[src/rtl/i2c_cfg_pkg.sv]
// Shared types for the camera-decoder register loader: FSM states and table entries.
package i2c_cfg_pkg;

    typedef enum logic [2:0] {
        STARTUP,
        LOAD,
        ISSUE,
        WAIT_DONE,
        GAP,
        FINISH,
        FAIL
    } cfg_state_t;

    typedef struct packed {
        logic [7:0] reg_addr;
        logic [7:0] val;
    } cfg_entry_t;

    localparam logic [7:0] ADV_ADDR = 8'h40;

endpackage

[src/rtl/config_rom.sv]
// Register table for the video decoder: index -> (register, value).
// Latency: combinational. Backpressure: none, pure lookup.
// Indices past NUM_REGS-1 read back as zero.
module config_rom
    import i2c_cfg_pkg::*;
#(
    parameter int NUM_REGS = 16,
    parameter int IDX_W    = 4
) (
    input  logic [IDX_W-1:0] index,
    output cfg_entry_t       entry
);

    logic [7:0] idx8;
    cfg_entry_t tbl;

    assign idx8 = 8'(index);

    always_comb begin
        tbl = '0;
        case (idx8)
            8'd0:  tbl = '{reg_addr: 8'h00, val: 8'h04};
            8'd1:  tbl = '{reg_addr: 8'h04, val: 8'h57};
            8'd2:  tbl = '{reg_addr: 8'h17, val: 8'h41};
            8'd3:  tbl = '{reg_addr: 8'h31, val: 8'h02};
            8'd4:  tbl = '{reg_addr: 8'h3D, val: 8'hA2};
            8'd5:  tbl = '{reg_addr: 8'h3E, val: 8'h6A};
            8'd6:  tbl = '{reg_addr: 8'h3F, val: 8'hA0};
            8'd7:  tbl = '{reg_addr: 8'h0E, val: 8'h80};
            8'd8:  tbl = '{reg_addr: 8'h55, val: 8'h81};
            8'd9:  tbl = '{reg_addr: 8'h0E, val: 8'h00};
            8'd10: tbl = '{reg_addr: 8'h1D, val: 8'h40};
            8'd11: tbl = '{reg_addr: 8'h27, val: 8'h58};
            8'd12: tbl = '{reg_addr: 8'h2B, val: 8'hE1};
            8'd13: tbl = '{reg_addr: 8'h37, val: 8'h01};
            8'd14: tbl = '{reg_addr: 8'h0F, val: 8'h00};
            8'd15: tbl = '{reg_addr: 8'h8F, val: 8'h50};
            default: tbl = '0;
        endcase
    end

    assign entry = ({1'b0, idx8} < 9'(NUM_REGS)) ? tbl : '0;

endmodule

[src/rtl/i2c_config_sequencer.sv]
// Power-up loader: walks config_rom issuing one i2c write per entry, with retry/timeout.
// Latency: STARTUP_CYCLES+2 to first start; GAP_CYCLES+2 plus transaction time between starts.
// Backpressure: waits for i2c_done (or timeout) before moving on; go honoured only when idle.
module i2c_config_sequencer
    import i2c_cfg_pkg::*;
#(
    parameter int  NUM_REGS       = 16,
    parameter int  STARTUP_CYCLES = 50000,
    parameter int  GAP_CYCLES     = 1000,
    parameter int  TIMEOUT_CYCLES = 20000,
    parameter int  MAX_RETRY      = 3,
    localparam int IDX_W          = (NUM_REGS > 1) ? $clog2(NUM_REGS) : 1
) (
    input  logic             clk,
    input  logic             reset,
    input  logic             go,
    input  logic             i2c_done,
    input  logic             i2c_nack,
    output logic             start,
    output logic             read,
    output logic [7:0]       reg_dest,
    output logic [7:0]       data_to_send,
    output logic             busy,
    output logic             done,
    output logic             error,
    output logic [IDX_W-1:0] index
);

    localparam int CNT_MAX0 = (STARTUP_CYCLES > GAP_CYCLES) ? STARTUP_CYCLES : GAP_CYCLES;
    localparam int CNT_MAX  = (CNT_MAX0 > TIMEOUT_CYCLES) ? CNT_MAX0 : TIMEOUT_CYCLES;
    localparam int CNT_W    = $clog2(CNT_MAX + 1);
    localparam int RTY_W    = (MAX_RETRY > 0) ? $clog2(MAX_RETRY + 1) : 1;

    localparam logic [IDX_W-1:0] LAST_IDX  = IDX_W'(NUM_REGS - 1);
    localparam logic [CNT_W-1:0] STUP_LAST = CNT_W'(STARTUP_CYCLES - 1);
    localparam logic [CNT_W-1:0] GAP_LAST  = CNT_W'(GAP_CYCLES - 1);
    localparam logic [CNT_W-1:0] TMO_LAST  = CNT_W'(TIMEOUT_CYCLES - 1);
    localparam logic [RTY_W-1:0] RTY_MAX   = RTY_W'(MAX_RETRY);

    cfg_state_t       state;
    logic [CNT_W-1:0] cnt;
    logic [RTY_W-1:0] retry;
    cfg_entry_t       rom_entry;

    config_rom #(
        .NUM_REGS (NUM_REGS),
        .IDX_W    (IDX_W)
    ) u_rom (
        .index (index),
        .entry (rom_entry)
    );

    assign read = 1'b0;

    // start is set on the ISSUE exit edge so reg_dest/data_to_send have settled a cycle earlier
    always_ff @(posedge clk or negedge reset) begin
        if (!reset) begin
            state        <= STARTUP;
            cnt          <= '0;
            retry        <= '0;
            index        <= '0;
            start        <= 1'b0;
            done         <= 1'b0;
            error        <= 1'b0;
            busy         <= 1'b1;
            reg_dest     <= '0;
            data_to_send <= '0;
        end else begin
            start <= 1'b0;
            case (state)
                STARTUP: begin
                    if (cnt == STUP_LAST) begin
                        cnt   <= '0;
                        state <= LOAD;
                    end else begin
                        cnt <= cnt + 1'b1;
                    end
                end
                LOAD: begin
                    reg_dest     <= rom_entry.reg_addr;
                    data_to_send <= rom_entry.val;
                    state        <= ISSUE;
                end
                ISSUE: begin
                    start <= 1'b1;
                    cnt   <= '0;
                    state <= WAIT_DONE;
                end
                WAIT_DONE: begin
                    // done wins over a coincident timeout
                    if (i2c_done && !i2c_nack) begin
                        cnt   <= '0;
                        retry <= '0;
                        if (index == LAST_IDX) begin
                            state <= FINISH;
                            busy  <= 1'b0;
                            done  <= 1'b1;
                        end else begin
                            index <= index + 1'b1;
                            state <= GAP;
                        end
                    end else if (i2c_done || cnt == TMO_LAST) begin
                        cnt <= '0;
                        if (retry < RTY_MAX) begin
                            retry <= retry + 1'b1;
                            state <= GAP;
                        end else begin
                            state <= FAIL;
                            busy  <= 1'b0;
                            error <= 1'b1;
                        end
                    end else begin
                        cnt <= cnt + 1'b1;
                    end
                end
                GAP: begin
                    if (cnt == GAP_LAST) begin
                        cnt   <= '0;
                        state <= LOAD;
                    end else begin
                        cnt <= cnt + 1'b1;
                    end
                end
                FINISH, FAIL: begin
                    if (go) begin
                        index <= '0;
                        retry <= '0;
                        cnt   <= '0;
                        done  <= 1'b0;
                        error <= 1'b0;
                        busy  <= 1'b1;
                        state <= LOAD;
                    end
                end
                default: state <= STARTUP;
            endcase
        end
    end

endmodule

[config.mk]
export PLATFORM = sky130hd
export DESIGN_NAME = i2c_config_sequencer
export DESIGN_NICKNAME = d
export VERILOG_FILES = /design/src/rtl/i2c_cfg_pkg.sv /design/src/rtl/config_rom.sv /design/src/rtl/i2c_config_sequencer.sv
export SDC_FILE = /design/constraint.sdc
export NUM_CORES = 1
export LEC_CHECK = 0
export CAP_MARGIN = 30
export CORE_ASPECT_RATIO = 2
export CORE_UTILIZATION = 51
export CTS_CLUSTER_SIZE = 28
export DETAILED_ROUTE_END_ITERATION = 6
export PLACE_DENSITY = 0.84
export SLEW_MARGIN = 20
export SYNTH_ARGS = -nofsm -noshare
export SYNTH_HDL_FRONTEND = slang
export SYNTH_HIERARCHICAL = 1
export SYNTH_SLANG_ARGS = --single-unit
[constraint.sdc]
create_clock -name clk -period 1.7 [get_ports clk]
set_clock_uncertainty 0.1 [all_clocks]
set_input_delay 0.425 -clock clk [delete_from_list [all_inputs] [get_ports clk]]
set_output_delay 0.425 -clock clk [all_outputs]
set_load 0.05 [all_outputs]
; ---- Word-level counts from Yosys, hierarchy flattened
; Memory sizes are Yosys's and may differ from the RTL's. A register that Yosys moved wholly into a read port is not among the register bits.
; Index checks and enable logic that the tools add are counted.
[op_classes]
eq_ne = 23
magnitude_cmp = 1
n_addsub = 3
n_mux = 38
n_reduce_logical = 15
[op_table]
columns = operator, n
row1 = 16-bit two-way mux, 5
row2 = 16-bit case mux with 5 select lines, 1
row3 = "2-bit != test, second input constant", 9
row4 = 3-bit case mux with 6 select lines, 1
row5 = "16-bit by 1-bit adder with 16-bit output, second input constant", 1
row6 = "16-bit by 10-bit equality test with 1-bit output, second input constant", 1
row7 = "16-bit by 15-bit equality test with 1-bit output, second input constant", 1
row8 = "16-bit equality test, second input constant", 1
row9 = 4-bit AND reduction, 4
row10 = 3-bit two-way mux, 5
row11 = 1-bit two-way mux, 13
row12 = 4-bit two-way mux, 3
row13 = "3-bit != test, second input constant", 4
row14 = 2-bit two-way mux, 5
row15 = 5-bit AND reduction, 2
row16 = "3-bit equality test, second input constant", 3
row17 = 4-bit case mux with 2 select lines, 1
row18 = "3-bit by 2-bit equality test with 1-bit output, second input constant", 2
row19 = 1-bit case mux with 2 select lines, 3
row20 = 5-bit nonzero test, 1
row21 = "4-bit by 1-bit adder with 4-bit output, second input constant", 1
row22 = "4-bit equality test, second input constant", 1
row23 = 2-bit case mux with 2 select lines, 1
row24 = "3-bit by 1-bit equality test with 1-bit output, second input constant", 1
row25 = 9 further kinds, 10
[word_totals]
word_cells = 89
mem_bits_ro = 256
regBits = 29
n_memories = 1
input_bits = 5
[memory_table]
columns = name, words, width, rd, rd_ports_with_merged_regs, wr, line_no
row1 = (no name shown), 16, 16, 1, 1, 0, config_rom.sv:21  ; case (idx8)

; ---- Depth between registers and ports, before layout
; Gate-level depths: netlist of the first run.
[depth]
ltp_word = 5
mapped_depth = 8
ltp_nobuf = 6

; ---- Hierarchy
; The synthesis of the first run kept the hierarchy.
[by_module_without_submodules]
columns = mod, cells_each, instances, area_per_inst_um2
row1 = i2c_config_sequencer, 219, 1, 2363.5
row2 = config_rom, 58, 1, 415.4

; ---- Least setup slack after synthesis of the first run
; Ideal clock, no wire load.
[synth_timing]
path_kind = reg2reg
from = register index[1]
to = register data_to_send[6]
t_arrival_ps = 1899
setup_ps = 125
t_required_ps = 1475
path_slack_ps = -424
n_path_buf = 0
period_less_slack_ps = 2124
path_stages_with_launch = 7
path_cell_list = dfrtp_1 inv_1 ha_1 nand2_1 o211ai_2 o31ai_2 mux2_2
[synth_lines]
columns = element, line_no
row1 = start: declaration, i2c_config_sequencer.sv:26  ; output logic [IDX_W-1:0] index
row2 = start signal: assignment, i2c_config_sequencer.sv:99  ; index <= index + 1'b1;
row3 = end signal: assignment, i2c_config_sequencer.sv:81  ; data_to_send <= rom_entry.val;
row4 = end: declaration, i2c_config_sequencer.sv:22  ; output logic [7:0] data_to_send,

; ---- Worst setup path after layout of the first run
[layout_timing]
from = register cnt[0]
to = register retry[0]
[layout_between]
elab_chain_len = 4
[layout_rtl]
columns = element, line_no
row1 = start: declaration, i2c_config_sequencer.sv:41  ; logic [CNT_W-1:0] cnt;
row2 = start signal: assignment, i2c_config_sequencer.sv:76  ; cnt <= cnt + 1'b1;
row3 = start signal: assignment, i2c_config_sequencer.sv:113  ; cnt <= cnt + 1'b1;
row4 = start signal: assignment, i2c_config_sequencer.sv:121  ; cnt <= cnt + 1'b1;
row5 = 16-bit by 15-bit equality test with 1-bit output, i2c_config_sequencer.sv:102  ; end else if (i2c_done || cnt == TMO_LAST) begin
row6 = 1-bit logical OR, i2c_config_sequencer.sv:102
row7 = 3-bit != test (no line), --
row8 = 4-bit AND reduction (no line), --
row9 = end signal: assignment, i2c_config_sequencer.sv:105  ; retry <= retry + 1'b1;
row10 = end: declaration, i2c_config_sequencer.sv:42  ; logic [RTY_W-1:0] retry;
; No other way between the ends.
; A chain may end at the register's enable or synchronous reset.

==> impl_metrics.yaml, run 1 <==
status:
  run_status: "complete, but fails checks"
  failed_checks: "hold timing, setup timing"
routing:
  routedWlPerCell_um: 19.44
  drc: 0
  dr.pass1.iters: 5
  ant_nets: 0
  vias: 2579
  finalWirelength_mm: 8.127
  vias_per_cell: 6.170
  drtIter0Drc: 101
sta:
  period_minus_slack_ns: 1.979
  finalSetupViolCount: 23
  fin_ws_ns: -0.2791
  fin_tns_setup_ns: -4.344
  tightest_slew_ns: 0.5054
  rsz0062_at_grt: "true"
  hold_ws_ns: -0.01307
  relSlewSlack_pct: 66.22
  maxSlewViolCount: 0
  min_period_over_period_pct: 116.4
  hold_violations: 16
  max_freq_ghz: 0.5053
floorplan:
  rows: 37
  die_width_um: 54.20
  die_y_um: 106.4
  dieArea_mm2: 0.005766
  start_util_pct: 53.60
  io_pins: 30
  core_area_mm2: 0.005185
critical_path:
  worst-path-max-fanout: 6
  timing.rr.end: "retry[0]"
  cp-end-kind: "register"
  crit_slowest_cell: "or4_4"
  cp.depth: 6
  cp.buffers_inverters: 0
  endpoint: "retry[0]"
  reg2regPathDepth: 6
  r2r_setup_slack_ns: -0.28
  timing.critical_path.cells: "ha_4, nand4bb_4, and4bb_4, o22ai_4, or4_4, mux2i_1"
  crit-reg2reg-launch: "cnt[0]"
  crit_arrival_ns: 2.11
  crit_path_max_incr_delay_ns: 0.43
  setup.worst_path.start: "cnt[0]"
  criticalPathCategory: "reg2reg"
  cp_top_family: "simple AND/OR/NAND/NOR gates"
  cp-start-kind: "register"
  cp.required_ns: 1.83
grt:
  grt_pass1_vias: 2507
  track_usage_pct: 27.03
  grt_max_degree: 46
  overflow: 0
  antenna_found_initial: 0
  grt_first_pass_wirelength_mm: 11.38
power_and_ir_drop:
  clockPowerShare_pct: 9.3
  power_mw: 7.103
  max-vdd-ir-drop_uv: 1387
  leakagePower_nw: 1.761
  power_density_mw_per_mm2: 1715
  internal-power_mw: 3.975
  seqPwrFrac_pct: 24.8
  combinationalPowerShare_pct: 65.8
  swShare_pct: 44.04
  power.switching_mw: 3.128
logic_synthesis:
  synth_fp_nets: 292
  yosysTopAreaCell: "dfrtp_1"
  ys_warn_count: 6
  synthTopCellsByArea: "dfrtp_1 40%, mux2_2 6.9%, ha_1 4.5%"
  ys_async_sr_fraction_pct: 100.0
  ys_ff_latch: 45
  netlist_area_mm2: 0.002779
  synthFlopType: "dfrtp_1"
  synth-edff-count: 0
  synth_cells: 277
  avgSynthCellArea_um2: 10.03
  synth-seq-area-share_pct: 40.57
  netlist.area_leader.share_pct: 39.62
  yosysUniqueCellTypes: 59
cells_and_area:
  multi_input_area_mm2: 0.001708
  drive_above_1_share_pct: 45.83
  layout.cells.most_common: "buf_4"
  final_cell_mix: "51 x buf_4, 39 x dfrtp_1, 30 x buf_12"
  finalNetCount: 374
  fill_cells: 305
  regArea_mm2: 0.001139
  syn_to_final_growth_pct: 49.08
  antennaDiodeCount: 0
  post-route-util_pct: 79.90
  fin_area_mm2: 0.004143
job:
  maxCapViolations: 0
clock_network:
  clk_latency_ns: 0.30
  clk_pin_slew_worst_paths_ns: 0.08
  htree_levels: 2
  cts.hold.buffers_added: 0
  cts.path.max_buffers: 2
  cts_root_buf: "clkbuf_8"
  clock_sinks: 45
  cts_buffers: 5
  tritoncts: "done"
placement:
  port_buffers: 28
  dp_hpwl_mm: 5.106
  dp_slack_ns: -0.5853
  routabilityCongestion: 0.8543
  placed_area_mm2: 0.003707
worst_hold_path:
  hp-class: "in2async"
[metal layers]
layer	vias up	global-route usage [%]	share of wire, %	wire (µm)
li1	1163	-	-	-
met1	1287	26.31	33	2709
met2	98	49.39	58	4732
met3	31	4.292	3.4	273
met4	0	15.02	5.1	412
met5	-	0	0	0
[cell families after synthesis]
logic type / Yosys count / share of synthesized area (%)
and+or+nand+nor: 106 / 22.60
AOI/OAI and AO/OA: 56 / 13.82
DFF: 45 / 40.57
buffers and inverters: 25 / 5.943
muxes: 21 / 8.330
xor gates and xnor gates: 13 / 4.097
adders and majority gates: 10 / 4.502
other: 1 / 0.1349
[flip-flops by register name, summed over array words and instances, names as in the netlist, 2 cells and up]
register and cells:
reg_dest 8, data_to_send 8, retry 2, state 3
index 4, cnt 16
[worst min path at each step]
stage                     start       end  slack (ns)  cells past startpoint
after floorplan           reset    cnt[0]        0.03                      0
after global placement    reset  index[3]        0.32                      2
after detailed placement  reset  index[1]        0.32                      2
after CTS                 reset      done       0.009                      2
after global routing      reset  index[1]       0.006                      2
final                     reset  index[1]       -0.01                      2
[synthesized netlist by cell type (3+ instances only)]
cell,number
mux2_2,17
nor2_1,19
inv_1,8
nand3_1,6
nor3_1,9
o22ai_1,4
nand4bb_1,3
o21ai_1,3
dfrtp_1,44
a21oi_1,12
nor4_1,7
and3_1,8
buf_2,6
nand2_1,23
nor2b_1,4
nand2b_1,5
xnor2_1,11
nor4b_2,3
o21ai_0,15
nand3b_1,4
o211ai_1,3
a22o_1,4
buf_6,4
ha_1,10
mux2i_1,4
[layout make-up]
type                       instances  area share, %
multi-input combinational        207          41.23
sequential                        45          27.48
timing repair buffer              92          26.82
clock buffer                       8          1.933
tap                               58          1.752
inverter                           8         0.7853
[power groups by stage]
stage                     Combinational, mW  Clock [mW]  Sequential [mW]
after floorplan                        1.68           0             2.28
after detailed placement               3.93           0             1.77
after global routing                   4.95       0.701             1.80
after CTS                              4.21       0.651             1.76
after global placement                 3.81           0             1.75
final                                  4.68       0.662             1.76
[metrics by stage]
stage | std cells | hold WS (ns)
6_report | 418 | -0.01307
3_5_place_dp | 396 | 0.3233
4_1_cts | 410 | 0.009318
2_1_floorplan | 277 | 0.02941
5_1_grt | 418 | 0.006459
3_3_place_gp | 396 | 0.3241
[repair_timing]
item | 4_1_cts | 5_1_grt
setup buffers | 5 | 8
pin swaps | 9 | 9
endpoints found under the setup margin | 27 | 43
gates cloned | 1 | 1
gates resized for setup | 23 | 34
No activity file was read; power rests on OpenSTA's default activity.
==> run 2, diff against run 1 <==
- GPL_TIMING_DRIVEN: unset -> 0
==> run 2 against run 1 <==
  * The run ends with setup timing left
  * Worst hold slack better by 0.41 ns
  * Utilization down 9.1 points
  * Sequential share of layout area up 3.5 points
  * Clock power up 29%
  * Wire length down 10%
  * Final cell count down 6.2%
  * Via count down 5.9%
  * Register-to-register slack worse by 0.03 ns
  * Critical endpoint unchanged
==> impl_metrics.yaml, run 2 (synthesis results as in run 1) <==
placement:
  dp_hpwl_mm: 4.648
  routabilityCongestion: 0.8789
  dp_cells: 364
  placed_area_mm2: 0.003184
  port_buffers: 28
cells_and_area:
  regArea_mm2: 0.001137
  finalNetCount: 348
  final_cells: 392
  largest_reg_flops: 16
  fin_area_mm2: 0.003671
  reg_top3: "cnt: 16 flops, data_to_send: 8 flops, reg_dest: 8 flops"
  fill_cells: 377
  layout.cells.most_common: "dfrtp_1"
  drive_above_1_share_pct: 43.11
  top_register: "cnt"
  syn_to_final_growth_pct: 32.10
  final_cell_mix: "40 x dfrtp_1, 23 x nand2_1, 19 x buf_4"
  antennaDiodeCount: 0
  multi_input_area_mm2: 0.001780
floorplan:
  die_y_um: 106.4
  dieArea_mm2: 0.005766
  io_pins: 30
  start_util_pct: 53.60
  core_area_mm2: 0.005185
  die_width_um: 54.20
  rows: 37
routing:
  vias_per_cell: 6.194
  drc: 0
  dr.pass1.iters: 4
  drtIter0Drc: 88
  finalWirelength_mm: 7.310
  ant_nets: 0
  vias: 2428
  routedWlPerCell_um: 18.65
clock_network:
  tritoncts: "done"
  cts_buffers: 5
  cts.path.max_buffers: 2
  clk_latency_ns: 0.30
  htree_levels: 2
  clock_sinks: 45
  cts_root_buf: "clkbuf_8"
  clk_pin_slew_worst_paths_ns: 0.09
critical_path:
  criticalPathCategory: "reg2reg"
  setup.worst_path.start: "cnt[7]"
  crit_arrival_ns: 2.14
  crit-reg2reg-launch: "cnt[7]"
  worst-path-max-fanout: 5
  crit_slowest_cell: "dfrtp_1"
  crit_path_max_incr_delay_ns: 0.44
  cp.buffers_inverters: 0
  timing.critical_path.cells: "nand4bb_4, and4bb_4, o22ai_4, or4_4, mux2i_1"
  cp-end-kind: "register"
  cp.required_ns: 1.83
  cp-start-kind: "register"
  cp_top_family: "simple AND/OR/NAND/NOR gates"
sta:
  tightest_slew_ns: 0.6233
  rsz0062_at_grt: "true"
  hold_violations: 0
  finalSetupViolCount: 26
  max_freq_ghz: 0.4977
  hold_ws_ns: 0.3951
  maxSlewViolCount: 0
  fin_ws_ns: -0.3093
  min_period_over_period_pct: 118.2
  relSlewSlack_pct: 58.35
  period_minus_slack_ns: 2.009
grt:
  track_usage_pct: 25.95
  antenna_found_initial: 0
  grt_max_degree: 28
  grt_pass1_vias: 2440
  overflow: 0
  grt_first_pass_wirelength_mm: 11.10
worst_hold_path:
  min_from: "busy"
  hp-class: "reg2reg"
power_and_ir_drop:
  leakagePower_nw: 1.566
  max-vdd-ir-drop_uv: 1333
  power_density_mw_per_mm2: 1761
status:
  failed_checks: "setup timing"
  run_status: "complete, but fails checks"
job:
  maxCapViolations: 0
[run 2: routing by layer]
layer | part of all wire, % | vias to the layer above | track usage, %
met5 | 0 | - | 0
li1 | - | 1103 | -
met2 | 57 | 82 | 45.91
met1 | 35 | 1212 | 26.17
met3 | 3.1 | 31 | 5.293
met4 | 5.0 | 0 | 14.29
[run 2: final timing paths]
check / endpoint / slack, ns / cells past startpoint
hold / removal: busy / 0.40 / 2
setup / recovery: retry[0] / -0.31 / 5
max in group asynchronous: cnt[4] / 0.48 / 3
setup reg to reg: retry[0] / -0.31 / 5
min in group asynchronous: error / 0.51 / 2
hold reg to reg: busy / 0.40 / 2
[run 2: metrics by stage]
step	utilization, %	setup WS, ns	power (mW)	TNS (ns)
3_5_place_dp	61.41	-0.7099	4.814	-15.39
4_1_cts	67.98	-0.2676	5.988	-4.278
3_3_place_gp	61.12	-1.412	4.728	-64.53
6_report	70.80	-0.3093	6.464	-5.151
5_1_grt	70.80	-0.3829	6.837	-6.929
2_1_floorplan	-	-0.1831	3.956	-2.359
[run 2: worst register-to-register path, stage by stage (launching register included)]
cell       delay (ns)
dfrtp_1          0.44
nand4bb_4        0.29
and4bb_4         0.42
o22ai_4          0.10
or4_4            0.44
mux2i_1          0.14
[run 2: where the power goes]
group | leakage (nW) | switching, mW | total [mW] | internal [mW]
combinational | 0.916 | 2.39 | 3.98 | 1.59
sequential | 0.591 | 0.255 | 1.63 | 1.38
clock | 0.0585 | 0.372 | 0.852 | 0.480
total | 1.57 | 3.02 | 6.46 | 3.45
[run 2: layout make-up]
class                      count  area share [%]
buffer                        16           3.954
clock buffer                   7           2.352
clock inverter                 1          0.8180
inverter                       8          0.9543
multi-input combinational    207           48.50
sequential                    45           30.98
tap                           58           1.977
timing repair buffer          50           10.46
[run 2: timing repair]
item | 4_1_cts | 5_1_grt
endpoints found under the hold margin | 17 | 0
endpoints found under the setup margin | 61 | 50
gates cloned | 0 | 1
resized for setup | 78 | 70
hold buffers | 1 | 0
pin swaps | 9 | 19
buffers inserted | 14 | 5
==> run 3, diff against run 2 <==
- CORE_ASPECT_RATIO: 2 -> unset
- CORE_UTILIZATION: 51 -> 41
- PLACE_DENSITY: 0.84 -> unset
==> run 3 against run 2 <==
  * The flow finishes with violations (DRC, setup timing)
  * Largest power group unchanged
  * Non-clock buffer count grew 6
  * Sequential share of layout area fell by 0.74 points
  * Critical endpoint is now state[0]
  * Clock power is 1% higher
==> impl_metrics.yaml, run 3 (synthesis results as in run 1) <==
status:
  run_status: "complete, but fails checks"
  failed_checks: "DRC, setup timing"
floorplan:
  rows: 29
  io_pins: 30
  die_y_um: 84.33
  core_area_mm2: 0.006459
  die_width_um: 84.33
  start_util_pct: 43.03
  dieArea_mm2: 0.007111
worst_hold_path:
  holdPathStages: 2
  holdPathEnd: "busy"
  min_from: "busy"
  hp-class: "reg2reg"
critical_path:
  cp-end-kind: "register"
  worst-path-max-fanout: 8
  timing.rr.end: "state[0]"
  timing.critical_path.cells: "nand4bb_4, and4bb_4, o22ai_4, or4b_1, nand2_1"
  cp.buffers_inverters: 0
  r2r_setup_slack_ns: -0.29
  cp_top_family: "simple AND/OR/NAND/NOR gates"
  cp-start-kind: "register"
  criticalPathCategory: "reg2reg"
  crit_slowest_cell: "dfrtp_1"
  cp.required_ns: 1.85
  crit_path_max_incr_delay_ns: 0.53
  crit-reg2reg-launch: "cnt[14]"
  reg2regPathDepth: 5
  crit_arrival_ns: 2.14
routing:
  finalWirelength_mm: 6.939
  vias_per_cell: 5.585
  drtIter0Drc: 131
  vias: 2329
  dr.pass1.iters: 6
  drc: 4
  routedWlPerCell_um: 16.64
  ant_nets: 0
sta:
  relSlewSlack_pct: 51.77
  hold_ws_ns: 0.3805
  tightest_slew_ns: 0.7217
  max_freq_ghz: 0.5022
  fin_ws_ns: -0.2912
  finalSetupViolCount: 22
  min_period_over_period_pct: 117.1
  maxSlewViolCount: 0
  hold_violations: 0
  period_minus_slack_ns: 1.991
  rsz0062_at_grt: "true"
grt:
  antenna_found_initial: 0
  overflow: 0
  grt_first_pass_wirelength_mm: 11.47
  track_usage_pct: 20.23
  grt_max_degree: 30
  grt_pass1_vias: 2326
clock_network:
  tritoncts: "done"
  cts_root_buf: "clkbuf_8"
  htree_levels: 2
  cts_buffers: 5
  clock_sinks: 45
  clk_latency_ns: 0.30
  cts.path.max_buffers: 2
  clk_pin_slew_worst_paths_ns: 0.09
cells_and_area:
  layout.cells.most_common: "dfrtp_1"
  top_register: "cnt"
  drive_above_1_share_pct: 45.88
  largest_reg_flops: 16
  finalNetCount: 354
  fill_cells: 559
  post-route-util_pct: 58.43
  reg_top3: "cnt: 16 flops, data_to_send: 8 flops, reg_dest: 8 flops"
  antennaDiodeCount: 0
  syn_to_final_growth_pct: 35.79
  final_cell_mix: "37 x dfrtp_1, 23 x buf_4, 22 x nand2_1"
  fin_area_mm2: 0.003774
  final_cells: 417
power_and_ir_drop:
  clockPowerShare_pct: 13.6
  max-vdd-ir-drop_uv: 718.1
  combinationalPowerShare_pct: 60.9
  internal-power_mw: 3.386
  power_density_mw_per_mm2: 1682
  leakagePower_nw: 1.600
  seqPwrFrac_pct: 25.5
  power.switching_mw: 2.961
  swShare_pct: 46.65
placement:
  routabilityCongestion: 0.8346
  port_buffers: 28
  placed_area_mm2: 0.003208
  dp_slack_ns: -0.6034
  dp_cells: 383
  dp_hpwl_mm: 4.223
job:
  maxCapViolations: 0
==> run 3: cell types whose count changed in the layout (fill, tap and decap cells not counted), moves of 3 or more <==
| cell | previous run | this run |
|---|---|---|
| dfrtp_2 | 2 | 5 |
| dfrtp_1 | 40 | 37 |
| buf_6 | 6 | 11 |
| clkbuf_2 | 18 | 13 |
| buf_4 | 19 | 23 |
==> run 3: power groups by stage <==
stage | clock network (mW) | logic (mW) | registers [mW]
floorplan | 0 | 1.68 | 2.28
global placement | 0 | 3.11 | 1.66
detailed placement | 0 | 3.15 | 1.67
CTS | 0.885 | 3.78 | 1.62
global route | 0.928 | 4.14 | 1.66
finish | 0.863 | 3.87 | 1.62
==> run 3: timing repair <==
item / in CTS / in global routing
pin swaps: 29 / 13
endpoints found under the hold margin: 15 / 0
cloned: 2 / 0
setup endpoints to repair: 62 / 55
gates resized for setup: 115 / 44
hold buffers: 1 / 0
setup buffers: 21 / 4
==> run 3: layer usage <==
| metal | share of wire, % | GRT usage, % |
|---|---|---|
| met1 | 46 | 26.88 |
| met2 | 50 | 34.13 |
| met3 | 3.4 | 3.147 |
| met4 | 1.4 | 6.113 |
| met5 | 0 | 0 |
==> run 3: metrics by stage <==
stage / setup TNS [ns] / power (mW)
2_1_floorplan: -2.359 / 3.956
3_3_place_gp: -69.22 / 4.777
3_5_place_dp: -14.61 / 4.818
4_1_cts: -3.668 / 6.285
5_1_grt: -5.627 / 6.729
6_report: -3.897 / 6.348
==> run 3: final cells by class <==
cell class | instances | area [µm²] | area share [%]
repair buffers | 57 | 435.4 | 11.54
multi-input cells | 207 | 1807 | 47.88
well taps | 77 | 96.34 | 2.553
plain buffers | 15 | 143.9 | 3.813
inverters | 8 | 30.03 | 0.7958
clock buffers | 6 | 82.58 | 2.188
clock inverters | 2 | 37.54 | 0.9947
flip-flops and latches | 45 | 1141 | 30.24
==> run 3: worst max path at each step <==
stage	start	endpoint	slack [ns]	depth (start not counted)
2_1_floorplan	cnt[0]	cnt[10]	-0.18	7
3_3_place_gp	reset	index[1]	-1.52	1
3_5_place_dp	go	cnt[15]	-0.60	8
4_1_cts	cnt[0]	retry[0]	-0.28	6
5_1_grt	cnt[0]	state[0]	-0.34	6
6_report	cnt[14]	state[0]	-0.29	5
==> run 3: tightest hold or removal path: stages, from the launching register on <==
cell and delay [ns]:
dfstp_2 0.38, o31ai_2 0.05, nand2b_1 0.05
